[src/rtl/i2s_rx_capture.sv]
// I2S receiver: syncs bclk/lrck/sdata, deserializes slots, AXI-stream out.
// Optional sine-table pattern checker behind I2S_RX_PATTERN_CHECK_EN.
module i2s_rx_capture #(
  parameter int DATA_WIDTH  = 32,
  parameter int SYNC_STAGES = 2
) (
  input  logic                  clk,
  input  logic                  rst_n,
  input  logic                  i2s_bclk,
  input  logic                  i2s_lrck,
  input  logic                  i2s_sdata,
  output logic [DATA_WIDTH-1:0] m_axis_tdata,
  output logic                  m_axis_tuser,
  output logic                  m_axis_tvalid,
  input  logic                  m_axis_tready,
  output logic                  overflow,
  output logic                  frame_err,
  output logic                  chk_locked,
  output logic [15:0]           chk_err_count
);

  localparam int CW = $clog2(DATA_WIDTH + 2);

  logic [SYNC_STAGES-1:0] bclk_sq, lrck_sq, sdat_sq;
  logic                   bclk_s, lrck_s, sdat_s;
  logic                   rise, bnd, acc, word_ok;

  logic                  bclk_prev_q;
  logic                  lrck_prev_q, lrck_prev_d;
  logic                  prev_vld_q, prev_vld_d;
  logic [DATA_WIDTH-1:0] shift_q, shift_d;
  logic [CW-1:0]         cnt_q, cnt_d;
  logic                  first_q, first_d;
  logic                  bnd_q, bnd_ok_q, bnd_ok_d;
  logic                  bnd_ch_q;
  logic [DATA_WIDTH-1:0] tdata_q, tdata_d;
  logic                  tuser_q, tuser_d;
  logic                  tvalid_q, tvalid_d;
  logic                  ovf_q, ovf_d;
  logic                  ferr_q, ferr_d;

  assign bclk_s = bclk_sq[SYNC_STAGES-1];
  assign lrck_s = lrck_sq[SYNC_STAGES-1];
  assign sdat_s = sdat_sq[SYNC_STAGES-1];

  // lrck_prev is only trusted once a bclk rise has been seen since reset
  assign rise = bclk_s & ~bclk_prev_q;
  assign bnd  = rise & prev_vld_q & (lrck_s != lrck_prev_q);
  assign acc  = tvalid_q & m_axis_tready;
  assign word_ok = bnd_q & ~first_q & bnd_ok_q;

  always_comb begin
    shift_d     = shift_q;
    cnt_d       = cnt_q;
    lrck_prev_d = lrck_prev_q;
    prev_vld_d  = prev_vld_q;
    bnd_ok_d    = (cnt_q == CW'(DATA_WIDTH - 1));
    if (rise) begin
      shift_d     = {shift_q[DATA_WIDTH-2:0], sdat_s};
      lrck_prev_d = lrck_s;
      prev_vld_d  = 1'b1;
      if (cnt_q != CW'(DATA_WIDTH + 1))
        cnt_d = cnt_q + CW'(1);
      if (bnd)
        cnt_d = '0;
    end
  end

  always_comb begin
    first_d  = first_q;
    tvalid_d = tvalid_q & ~acc;
    tdata_d  = tdata_q;
    tuser_d  = tuser_q;
    ovf_d    = 1'b0;
    ferr_d   = 1'b0;
    if (bnd_q) begin
      if (first_q) begin
        first_d = 1'b0;
      end else if (!bnd_ok_q) begin
        ferr_d = 1'b1;
      end else if (!tvalid_q || m_axis_tready) begin
        tdata_d  = shift_q;
        tuser_d  = bnd_ch_q;
        tvalid_d = 1'b1;
      end else begin
        ovf_d = 1'b1;
      end
    end
  end

  always_ff @(posedge clk) begin
    if (!rst_n) begin
      bclk_sq     <= '0;
      lrck_sq     <= '0;
      sdat_sq     <= '0;
      bclk_prev_q <= 1'b0;
      lrck_prev_q <= 1'b0;
      prev_vld_q  <= 1'b0;
      shift_q     <= '0;
      cnt_q       <= '0;
      first_q     <= 1'b1;
      bnd_q       <= 1'b0;
      bnd_ok_q    <= 1'b0;
      bnd_ch_q    <= 1'b0;
      tdata_q     <= '0;
      tuser_q     <= 1'b0;
      tvalid_q    <= 1'b0;
      ovf_q       <= 1'b0;
      ferr_q      <= 1'b0;
    end else begin
      bclk_sq     <= {bclk_sq[SYNC_STAGES-2:0], i2s_bclk};
      lrck_sq     <= {lrck_sq[SYNC_STAGES-2:0], i2s_lrck};
      sdat_sq     <= {sdat_sq[SYNC_STAGES-2:0], i2s_sdata};
      bclk_prev_q <= bclk_s;
      lrck_prev_q <= lrck_prev_d;
      prev_vld_q  <= prev_vld_d;
      shift_q     <= shift_d;
      cnt_q       <= cnt_d;
      first_q     <= first_d;
      bnd_q       <= bnd;
      bnd_ok_q    <= bnd_ok_d;
      bnd_ch_q    <= lrck_prev_q;
      tdata_q     <= tdata_d;
      tuser_q     <= tuser_d;
      tvalid_q    <= tvalid_d;
      ovf_q       <= ovf_d;
      ferr_q      <= ferr_d;
    end
  end

  assign m_axis_tdata  = tdata_q;
  assign m_axis_tuser  = tuser_q;
  assign m_axis_tvalid = tvalid_q;
  assign overflow      = ovf_q;
  assign frame_err     = ferr_q;

`ifdef I2S_RX_PATTERN_CHECK_EN
  if (DATA_WIDTH != 32) begin : g_dw_err
    $error("i2s_rx_capture: pattern checker needs DATA_WIDTH == 32");
  end

  function automatic logic [31:0] sine(input logic [3:0] i);
    logic [31:0] v;
    v = '0;
    unique case (i)
      4'd0:  v = 32'h00000000;
      4'd1:  v = 32'h30FBC550;
      4'd2:  v = 32'h5A8279A0;
      4'd3:  v = 32'h7641AF40;
      4'd4:  v = 32'h7FFFFFFF;
      4'd5:  v = 32'h7641AF40;
      4'd6:  v = 32'h5A8279A0;
      4'd7:  v = 32'h30FBC550;
      4'd8:  v = 32'h00000000;
      4'd9:  v = 32'hCF043AB0;
      4'd10: v = 32'hA57D8660;
      4'd11: v = 32'h89BE50C0;
      4'd12: v = 32'h80000000;
      4'd13: v = 32'h89BE50C0;
      4'd14: v = 32'hA57D8660;
      4'd15: v = 32'hCF043AB0;
    endcase
    return v;
  endfunction

  logic [31:0] cw;
  logic        lock_q, lock_d;
  logic [3:0]  idx_q, idx_d;
  logic [15:0] err_q, err_d;

  assign cw = 32'(shift_q);

  // a mismatching word is retested so a fresh peak relocks immediately
  always_comb begin
    lock_d = lock_q;
    idx_d  = idx_q;
    err_d  = err_q;
    if (word_ok) begin
      if (lock_q && cw == sine(idx_q)) begin
        idx_d = idx_q + 4'd1;
      end else begin
        if (lock_q) begin
          lock_d = 1'b0;
          if (err_q != 16'hFFFF)
            err_d = err_q + 16'd1;
        end
        if (cw == 32'h7FFFFFFF) begin
          lock_d = 1'b1;
          idx_d  = 4'd5;
        end
      end
    end
  end

  always_ff @(posedge clk) begin
    if (!rst_n) begin
      lock_q <= 1'b0;
      idx_q  <= '0;
      err_q  <= '0;
    end else begin
      lock_q <= lock_d;
      idx_q  <= idx_d;
      err_q  <= err_d;
    end
  end

  assign chk_locked    = lock_q;
  assign chk_err_count = err_q;
`else
  assign chk_locked    = 1'b0;
  assign chk_err_count = '0;
`endif

endmodule

[config.mk]
export PLATFORM = sky130hd
export DESIGN_NAME = i2s_rx_capture
export DESIGN_NICKNAME = d
export VERILOG_FILES = /design/src/rtl/i2s_rx_capture.sv
export SDC_FILE = /design/constraint.sdc
export NUM_CORES = 1
export LEC_CHECK = 0
export ABC_CLOCK_PERIOD_IN_PS = 1400
export CAP_MARGIN = 10
export CORE_ASPECT_RATIO = 1.4
export CORE_MARGIN = 5
export CORE_UTILIZATION = 40
export DETAILED_ROUTE_END_ITERATION = 8
export GPL_ROUTABILITY_DRIVEN = 0
export PLACE_DENSITY = 0.65
export SLEW_MARGIN = 10
export SYNTH_ARGS = -nofsm -noshare
export SYNTH_HDL_FRONTEND = slang
export SYNTH_SLANG_ARGS = --single-unit
[constraint.sdc]
create_clock -name clk -period 1.4 [get_ports clk]
set_input_delay 0.42 -clock clk [delete_from_list [all_inputs] [get_ports clk]]
set_output_delay 0.42 -clock clk [all_outputs]
set_load 0.02 [all_outputs]
==> load_flow_metrics.sql, run 1 <==
INSERT INTO impl_metrics (metric_group, metric, value, unit) VALUES
('status', 'run_status', 'finished, final reports clean', ''),
('synthesis', 'postSynth.topFlopCell', 'sky130_fd_sc_hd__dfxtp_1', ''),
('global_route', 'groute.usage.overall', '0.127', ''),
('final_layout', 'antenna_cells', '0', ''),
('synthesis', 'yosys_warnings', '0', ''),
('power_and_ir_drop', 'share_seq_of_total_power', '0.523', ''),
('global_route', 'globalRouteOverflowTotal', '0', ''),
('synthesis', 'synth_area_per_cell', '8.98', 'µm²'),
('final_layout', 'final_net_count', '430', ''),
('global_route', 'pin_count_of_the_biggest_net_entering_global_routing', '35', ''),
('synthesis', 'post-synth-top-area-cell', 'sky130_fd_sc_hd__dfxtp_1', ''),
('global_route', 'grt_pass1_wl', '10700', 'µm'),
('power_and_ir_drop', 'power.internal', '3.80', 'mW'),
('clock_tree', 'cts_max_level', '3', ''),
('route', 'dr.first_iter.drc_count', '165', ''),
('sta', 'finalClockSkew', '4.00', 'ps'),
('power_and_ir_drop', 'switching_share', '0.203', ''),
('synthesis', 'synth_cell_types', '35', ''),
('clock_tree', 'cts_hold_buf', '0', ''),
('worst_setup_path', 'timing.critical_path.fanout_max', '5', ''),
('clock_tree', 'clock_tree_root_driver_cell', 'sky130_fd_sc_hd__clkbuf_16', ''),
('clock_tree', 'cts_sinks', '87', ''),
('power_and_ir_drop', 'power_switching', '0.968', 'mW'),
('global_route', 'grt_antenna_before_repair', '0', ''),
('power_and_ir_drop', 'post-layout-total-power', '4.77', 'mW'),
('sta', 'finalHoldViolations', '0', ''),
('final_layout', 'layout.cells.non_filler', '531', ''),
('worst_setup_path', 'crit_buf_inv', '2', ''),
('power_and_ir_drop', 'power_frac_comb', '0.038', ''),
('placed_design', 'postPlaceCellArea', '3870', 'µm²'),
('flow_run', 'drv_cap', '0', ''),
('route', 'detailedRoute.firstPassIterationCount', '5', ''),
('final_layout', 'final_cell_area', '4160', 'µm²'),
('worst_setup_path', 'worst_setup_path_end_kind', 'flop', ''),
('die', 'core_area', '8460', 'µm²'),
('min_path', 'hold_path.class', 'flop to flop', ''),
('route', 'post_drt_wl_per_cell', '12.4', 'µm'),
('clock_tree', 'clock_transition_at_the_registers_of_the_reported_paths', '50', 'ps'),
('die', 'floorplan.die_area', '10600', 'µm²'),
('route', 'detailroute.via_count', '2476', ''),
('power_and_ir_drop', 'vdd.ir_drop.worst', '0.596', 'mV'),
('route', 'vias_per_cell', '4.66', ''),
('die', 'floorplan.initialDensity', '0.405', ''),
('final_layout', 'drive_above_1_share', '0.197', ''),
('sta', 'final_max_slew_viol_count', '0', ''),
('die', 'core.rowCount', '40', ''),
('worst_setup_path', 'critPathKind', 'primary input to flop', ''),
('synthesis', 'fraction_of_synthesized_cell_area_taken_by_the_top_area_cell_type', '0.508', ''),
('placed_design', 'i_o_buffers', '41', ''),
('synthesis', 'synth_area_leaders', 'sky130_fd_sc_hd__dfxtp_1 51%, sky130_fd_sc_hd__nand2_1 14%, sky130_fd_sc_hd__a21boi_1 8.8%', ''),
('route', 'drt.antenna.violating_nets', '0', ''),
('worst_setup_path', 'critPathRequiredTime', '1610', 'ps'),
('sta', 'final.period_utilization', '0.978', ''),
('final_layout', 'area.growth.synth_to_final', '21.2', '%'),
('power_and_ir_drop', 'power.clock.fraction', '0.438', ''),
('placed_design', 'place.detailed.hpwl', '4130', 'µm'),
('worst_setup_path', 'cpPeakStageDelay', '440', 'ps'),
('synthesis', 'number_of_synthesized_flops_with_an_enable_pin', '0', ''),
('sta', 'hold_slack', '431', 'ps'),
('worst_setup_path', 'crit_path_slowest_cell', 'sky130_fd_sc_hd__clkdlybuf4s50_1', ''),
('sta', 'setup-tns-final', '0', 'ps'),
('synthesis', 'post_synth_instance_area', '3430', 'µm²'),
('die', 'die_height', '120', 'µm'),
('route', 'drt-total-wl', '6580', 'µm'),
('route', 'drc_errors', '0', ''),
('synthesis', 'ff_latch_count_synth', '87', ''),
('worst_setup_path', 'timing.critical_path.arrival', '1580', 'ps'),
('synthesis', 'synthCells', '382', ''),
('die', 'ioPinCount', '59', ''),
('worst_setup_path', 'crit_chain', 'clkdlybuf4s50_1 > nor2b_2 > nor2_4 > buf_4 > nand2_1 > a21boi_0', ''),
('global_route', 'grt_pass1_vias', '2320', '');
==> power by group through the flow <==
stage	clock network [mW]	logic [mW]	registers (mW)
2_1_floorplan	0	0.170	2.55
3_3_place_gp	0	0.180	2.55
3_5_place_dp	0	0.182	2.55
4_1_cts	2.17	0.182	2.50
5_1_grt	2.28	0.200	2.50
6_report	2.09	0.182	2.50
==> logic make-up (layout without fill, tap and decap cells) <==
logic type / count (synthesis) / after routing / synth area share
flops: 87 / 87 / 0.508
buf+inv: 43 / 69 / 0.0803
xor+xnor: 5 / 5 / 0.0128
fa+ha+maj: 2 / 2 / 0.00730
compound gates: 74 / 74 / 0.172
other cells: 1 / 17 / 0.00109
simple gates: 170 / 172 / 0.219
==> layout make-up <==
class                           instances  area (µm²)
Tap cell                              105         131
Fill cell                             824        4300
Multi-Input combinational cell        270        1510
Sequential cell                        87        1740
Timing Repair Buffer                   52         513
Clock inverter                          1        5.00
Clock buffer                           14         254
Inverter                                2        7.51
==> cells in the final DEF (no fill, tap or decap), drive strengths merged, types with 2 or more instances in the layout <==
cell type / count
nor2: 9
clkdlybuf4s50: 4
nand2b: 3
clkdlybuf4s15: 19
a21boi: 67
nand4: 3
a21oi: 2
nand2: 140
and2: 8
ha: 2
conb: 17
dfxtp: 87
inv: 2
nand3b: 2
o21ai: 2
clkbuf: 26
xor2: 5
buf: 16
==> synthesized netlist by cell type, types with 2 or more instances <==
cell	count
sky130_fd_sc_hd__a21boi_2	10
sky130_fd_sc_hd__clkbuf_1	8
sky130_fd_sc_hd__nand2b_1	3
sky130_fd_sc_hd__ha_1	2
sky130_fd_sc_hd__a21boi_1	40
sky130_fd_sc_hd__a21boi_0	17
sky130_fd_sc_hd__a21oi_1	2
sky130_fd_sc_hd__nand4_1	3
sky130_fd_sc_hd__nor2_1	6
sky130_fd_sc_hd__buf_6	2
sky130_fd_sc_hd__inv_1	2
sky130_fd_sc_hd__buf_4	20
sky130_fd_sc_hd__buf_2	10
sky130_fd_sc_hd__xor2_1	5
sky130_fd_sc_hd__nand2_2	10
sky130_fd_sc_hd__dfxtp_1	87
sky130_fd_sc_hd__and2_1	8
sky130_fd_sc_hd__nand2_1	130
==> layer usage <==
layer  GRT usage  vias up  wire length, µm
met5           0        -                0
met4      0.0624        0               97
met3      0.0295        5              334
met2       0.216       47             3380
met1       0.145     1150             2760
li1            -     1274                -
==> state kept, by name (all words and copies together), names as in the netlist <==
signal,count
bclk_prev_q,1
shift_q,32
bnd_ch_q,1
frame_err,1
lrck_sq,2
m_axis_tvalid,1
overflow,1
m_axis_tuser,1
cnt_q,6
first_q,1
lrck_prev_q,1
bclk_sq,2
prev_vld_q,1
bnd_q,1
sdat_sq,2
bnd_ok_q,1
m_axis_tdata,32
==> path summary, 6_finish.rpt <==
path | start | slack, ps | to | cells past startpoint
max | m_axis_tready | 30 | m_axis_tdata[0] | 6
min | sdat_sq[0] | 430 | sdat_sq[1] | 1
max reg2reg | bclk_prev_q | 120 | cnt_q[2] | 4
min reg2reg | sdat_sq[0] | 430 | sdat_sq[1] | 1
==> worst register-to-register path, cell delays in order (launching register included) <==
cell	delay (ps)
sky130_fd_sc_hd__dfxtp_1	310
sky130_fd_sc_hd__and2b_1	340
sky130_fd_sc_hd__nand2_1	110
sky130_fd_sc_hd__or3_1	340
sky130_fd_sc_hd__a21oi_1	120
==> metrics by stage <==
stage,setup slack [ps],utilization
after floorplan,218,-
after global placement,-540,0.457
after detailed placement,-568,0.457
after CTS,0.886,0.494
after global routing,-14.0,0.492
final,30.6,0.492
==> what timing repair did <==
| item | 4_1_cts | 5_1_grt |
|---|---|---|
| pin swaps | 1 | 1 |
| gates resized for setup | 98 | 17 |
| gates cloned | 1 | 2 |
| setup endpoints to repair | 69 | 26 |
| buffers inserted | 2 | 0 |
No activity file was read; power rests on OpenSTA's default activity.
==> run 2: changes to the inputs <==
--- a/config.mk
+++ b/config.mk
@@ -5,9 +5,9 @@
 export SDC_FILE = /design/constraint.sdc
 export NUM_CORES = 1
 export LEC_CHECK = 0
-export ABC_CLOCK_PERIOD_IN_PS = 1400
+export ABC_CLOCK_PERIOD_IN_PS = 1300
 export CAP_MARGIN = 10
-export CORE_ASPECT_RATIO = 1.4
+export CORE_ASPECT_RATIO = 0.8
 export CORE_MARGIN = 5
 export CORE_UTILIZATION = 40
 export DETAILED_ROUTE_END_ITERATION = 8
==> constraint.sdc (replaced) <==
create_clock -name clk -period 1.3 [get_ports clk]
set_input_delay 0.39 -clock clk [delete_from_list [all_inputs] [get_ports clk]]
set_output_delay 0.39 -clock clk [all_outputs]
set_load 0.02 [all_outputs]
==> run 2 against run 1 <==
Against the previous run:
- sequential power is 7% higher
- die area down 0.14%
- setup slack better by 5.0 ps
- clock skew grew 6.6 ps
- clock power down 8%
- global-route usage is 0.080 points lower
- design area grew 1.0%
- worst hold slack lost 28 ps
- critical path depth unchanged
- count of clock-buffer cells in the layout down 2
- wire length rose by 0.24%
==> load_flow_metrics.sql, run 2 (synthesis gave the netlist of run 1 again) <==
INSERT INTO impl_metrics (metric_group, metric, value, unit) VALUES
('final_layout', 'final_net_count', '443', ''),
('power_and_ir_drop', 'power_density', '1150', 'nW/µm²'),
('worst_setup_path', 'critical_path.reg2reg.startpoint', 'cnt_q[1]', ''),
('final_layout', 'layout.cells.most_common_list', '129 x sky130_fd_sc_hd__nand2_1, 78 x sky130_fd_sc_hd__dfxtp_1, 44 x sky130_fd_sc_hd__a21boi_1', ''),
('route', 'drt.antenna.violating_nets', '0', ''),
('final_layout', 'layout.cells.most_common', 'sky130_fd_sc_hd__nand2_1', ''),
('worst_setup_path', 'rr_worst_depth', '6', ''),
('die', 'core_area', '8410', 'µm²'),
('clock_tree', 'clk-insertion-delay-late', '350', 'ps'),
('worst_setup_path', 'timing.critical_path.fanout_max', '16', ''),
('sta', 'final.period_utilization', '0.973', ''),
('min_path', 'hold_path.class', 'primary input to flop', ''),
('route', 'drc_errors', '0', ''),
('die', 'ioPinCount', '59', ''),
('power_and_ir_drop', 'p_leak', '1.64', 'nW'),
('worst_setup_path', 'regToRegSetupSlack', '40', 'ps'),
('die', 'floorplan.initialDensity', '0.408', ''),
('worst_setup_path', 'critPathRequiredTime', '1590', 'ps'),
('sta', 'rsz0062_at_grt', 'true', ''),
('global_route', 'pin_count_of_the_biggest_net_entering_global_routing', '35', ''),
('route', 'drt-total-wl', '6590', 'µm'),
('worst_setup_path', 'worst_setup_path_end_kind', 'flop', ''),
('route', 'dr.first_iter.drc_count', '100', ''),
('route', 'detailroute.via_count', '2514', ''),
('global_route', 'groute.usage.overall', '0.126', ''),
('flow_run', 'drv_cap', '0', ''),
('route', 'post_drt_wl_per_cell', '11.9', 'µm'),
('route', 'vias_per_cell', '4.55', ''),
('clock_tree', 'clock_tree_from_tritoncts', 'done', ''),
('clock_tree', 'clockBufferDepth', '2', ''),
('worst_setup_path', 'start_kind', 'primary input', ''),
('final_layout', 'drive_above_1_share', '0.266', ''),
('die', 'floorplan.die_area', '10500', 'µm²'),
('global_route', 'grt_antenna_before_repair', '0', ''),
('sta', 'period_minus_slack', '1260', 'ps'),
('status', 'run_status', 'finished, final reports clean', ''),
('power_and_ir_drop', 'post-layout-total-power', '4.82', 'mW'),
('clock_tree', 'cts_max_level', '3', ''),
('sta', 'final_max_slew_viol_count', '0', ''),
('final_layout', 'ff_latch_area', '1750', 'µm²'),
('global_route', 'grt_pass1_vias', '2364', ''),
('final_layout', 'antenna_cells', '0', ''),
('route', 'detailedRoute.firstPassIterationCount', '4', ''),
('final_layout', 'fillers', '826', ''),
('worst_setup_path', 'timing.critical_path.arrival', '1550', 'ps'),
('final_layout', 'multi_input_comb_area', '1540', 'µm²'),
('min_path', 'min_path_cells', '2', ''),
('clock_tree', 'clock_transition_at_the_registers_of_the_reported_paths', '90', 'ps'),
('die', 'core.rowCount', '30', ''),
('die', 'die_height', '92.8', 'µm'),
('global_route', 'globalRouteOverflowTotal', '0', ''),
('clock_tree', 'clock_tree_root_driver_cell', 'sky130_fd_sc_hd__clkbuf_8', ''),
('placed_design', 'i_o_buffers', '41', ''),
('global_route', 'grt_pass1_wl', '10800', 'µm'),
('placed_design', 'worst_case_setup_slack_after_placement', '-689', 'ps'),
('sta', 'finalClockSkew', '10.6', 'ps'),
('placed_design', 'place.detailed.hpwl', '4010', 'µm'),
('worst_setup_path', 'capturing_point_of_the_worst_reg2reg_path', 'cnt_q[2]', ''),
('sta', 'finalHoldViolations', '0', ''),
('final_layout', 'area.growth.synth_to_final', '22.5', '%'),
('sta', 'layout_setup_ws', '35.6', 'ps'),
('sta', 'setup_violations', '0', ''),
('worst_setup_path', 'critPathKind', 'primary input to flop', ''),
('clock_tree', 'cts_sinks', '87', ''),
('power_and_ir_drop', 'vdd.ir_drop.worst', '0.533', 'mV'),
('die', 'floorplan.die.width', '114', 'µm'),
('min_path', 'min_to', 'first_q', ''),
('clock_tree', 'numCtsBuffers', '9', ''),
('sta', 'timing.fmax', '0.791', 'GHz'),
('clock_tree', 'cts_hold_buf', '0', ''),
('min_path', 'timing.hold.worst.start', 'rst_n', '');
[run 2: cell count changes in the layout (fill, tap and decap cells not counted), moves of 9 or more]
cell | previous run | this run
sky130_fd_sc_hd__dfxtp_2 | 0 | 9
sky130_fd_sc_hd__clkbuf_2 | 11 | 0
sky130_fd_sc_hd__buf_4 | 4 | 32
sky130_fd_sc_hd__clkdlybuf4s15_2 | 18 | 0
sky130_fd_sc_hd__clkbuf_16 | 10 | 1
sky130_fd_sc_hd__clkbuf_8 | 1 | 11
sky130_fd_sc_hd__dfxtp_1 | 87 | 78
sky130_fd_sc_hd__buf_2 | 6 | 22
[run 2: per-layer routing]
metal / part of all wire / GRT usage / vias to the layer above / wire length (µm)
met1: 0.46 / 0.149 / 1155 / 3030
met4: 0.014 / 0.0450 / 0 / 91
met5: 0 / 0 / - / 0
li1: - / - / 1299 / -
met2: 0.47 / 0.208 / 50 / 3100
met3: 0.056 / 0.0477 / 10 / 369
[run 2: through the flow]
step                setup TNS, ps   util  cell area (µm²)  instances  hold slack (ps)
finish                          0  0.500             4200        552              404
global route                -41.1  0.500             4200        552              400
CTS                             0  0.483             4060        550              387
detailed placement         -21190  0.474             3980        532              417
global placement           -19320  0.474             3980        532              415
floorplan                       0      -             3490        398              412
[run 2: area by class of cell]
cell class | instances | area share
inverters | 2 | 0.00179
flip-flops and latches | 87 | 0.417
clock inverters | 4 | 0.0128
well taps | 112 | 0.0334
multi-input cells | 269 | 0.368
repair buffers | 66 | 0.130
clock buffers | 12 | 0.0369
[run 2: worst max-delay path by stage]
stage	startpoint	to	cells past startpoint
2_1_floorplan	m_axis_tvalid	m_axis_tdata[24]	5
3_3_place_gp	m_axis_tready	m_axis_tdata[1]	5
3_5_place_dp	m_axis_tready	m_axis_tdata[0]	5
4_1_cts	cnt_q[0]	cnt_q[0]	5
5_1_grt	m_axis_tready	m_axis_tdata[20]	6
6_report	m_axis_tready	m_axis_tdata[30]	6
[run 2: repair_timing]
item / in CTS / in global routing
cloned: 1 / 1
buffers inserted: 1 / 1
endpoints found under the setup margin: 69 / 41
resized for setup: 152 / 33
pin swaps: 1 / 3
[run 2: critical path, cell delays in order]
cell and delay [ps]:
sky130_fd_sc_hd__clkdlybuf4s50_1 430, sky130_fd_sc_hd__nand2b_1 210, sky130_fd_sc_hd__nand2b_4 130, sky130_fd_sc_hd__clkbuf_16 200
sky130_fd_sc_hd__nand2_2 70, sky130_fd_sc_hd__a21boi_2 130
[run 2: power by group]
part           switching [mW]  internal (mW)
sequential            0.00795           2.68
clock                   0.931          0.997
combinational           0.121         0.0826
==> run 3: changes to the inputs <==
--- a/config.mk
+++ b/config.mk
@@ -13,7 +13,7 @@
 export DETAILED_ROUTE_END_ITERATION = 8
 export GPL_ROUTABILITY_DRIVEN = 0
 export PLACE_DENSITY = 0.65
-export SLEW_MARGIN = 10
+export SLEW_MARGIN = 20
 export SYNTH_ARGS = -nofsm -noshare
 export SYNTH_HDL_FRONTEND = slang
 export SYNTH_SLANG_ARGS = --single-unit
==> results of run 3 <==
Same layout as run 2: the final DEF is identical, and so are final timing and power.
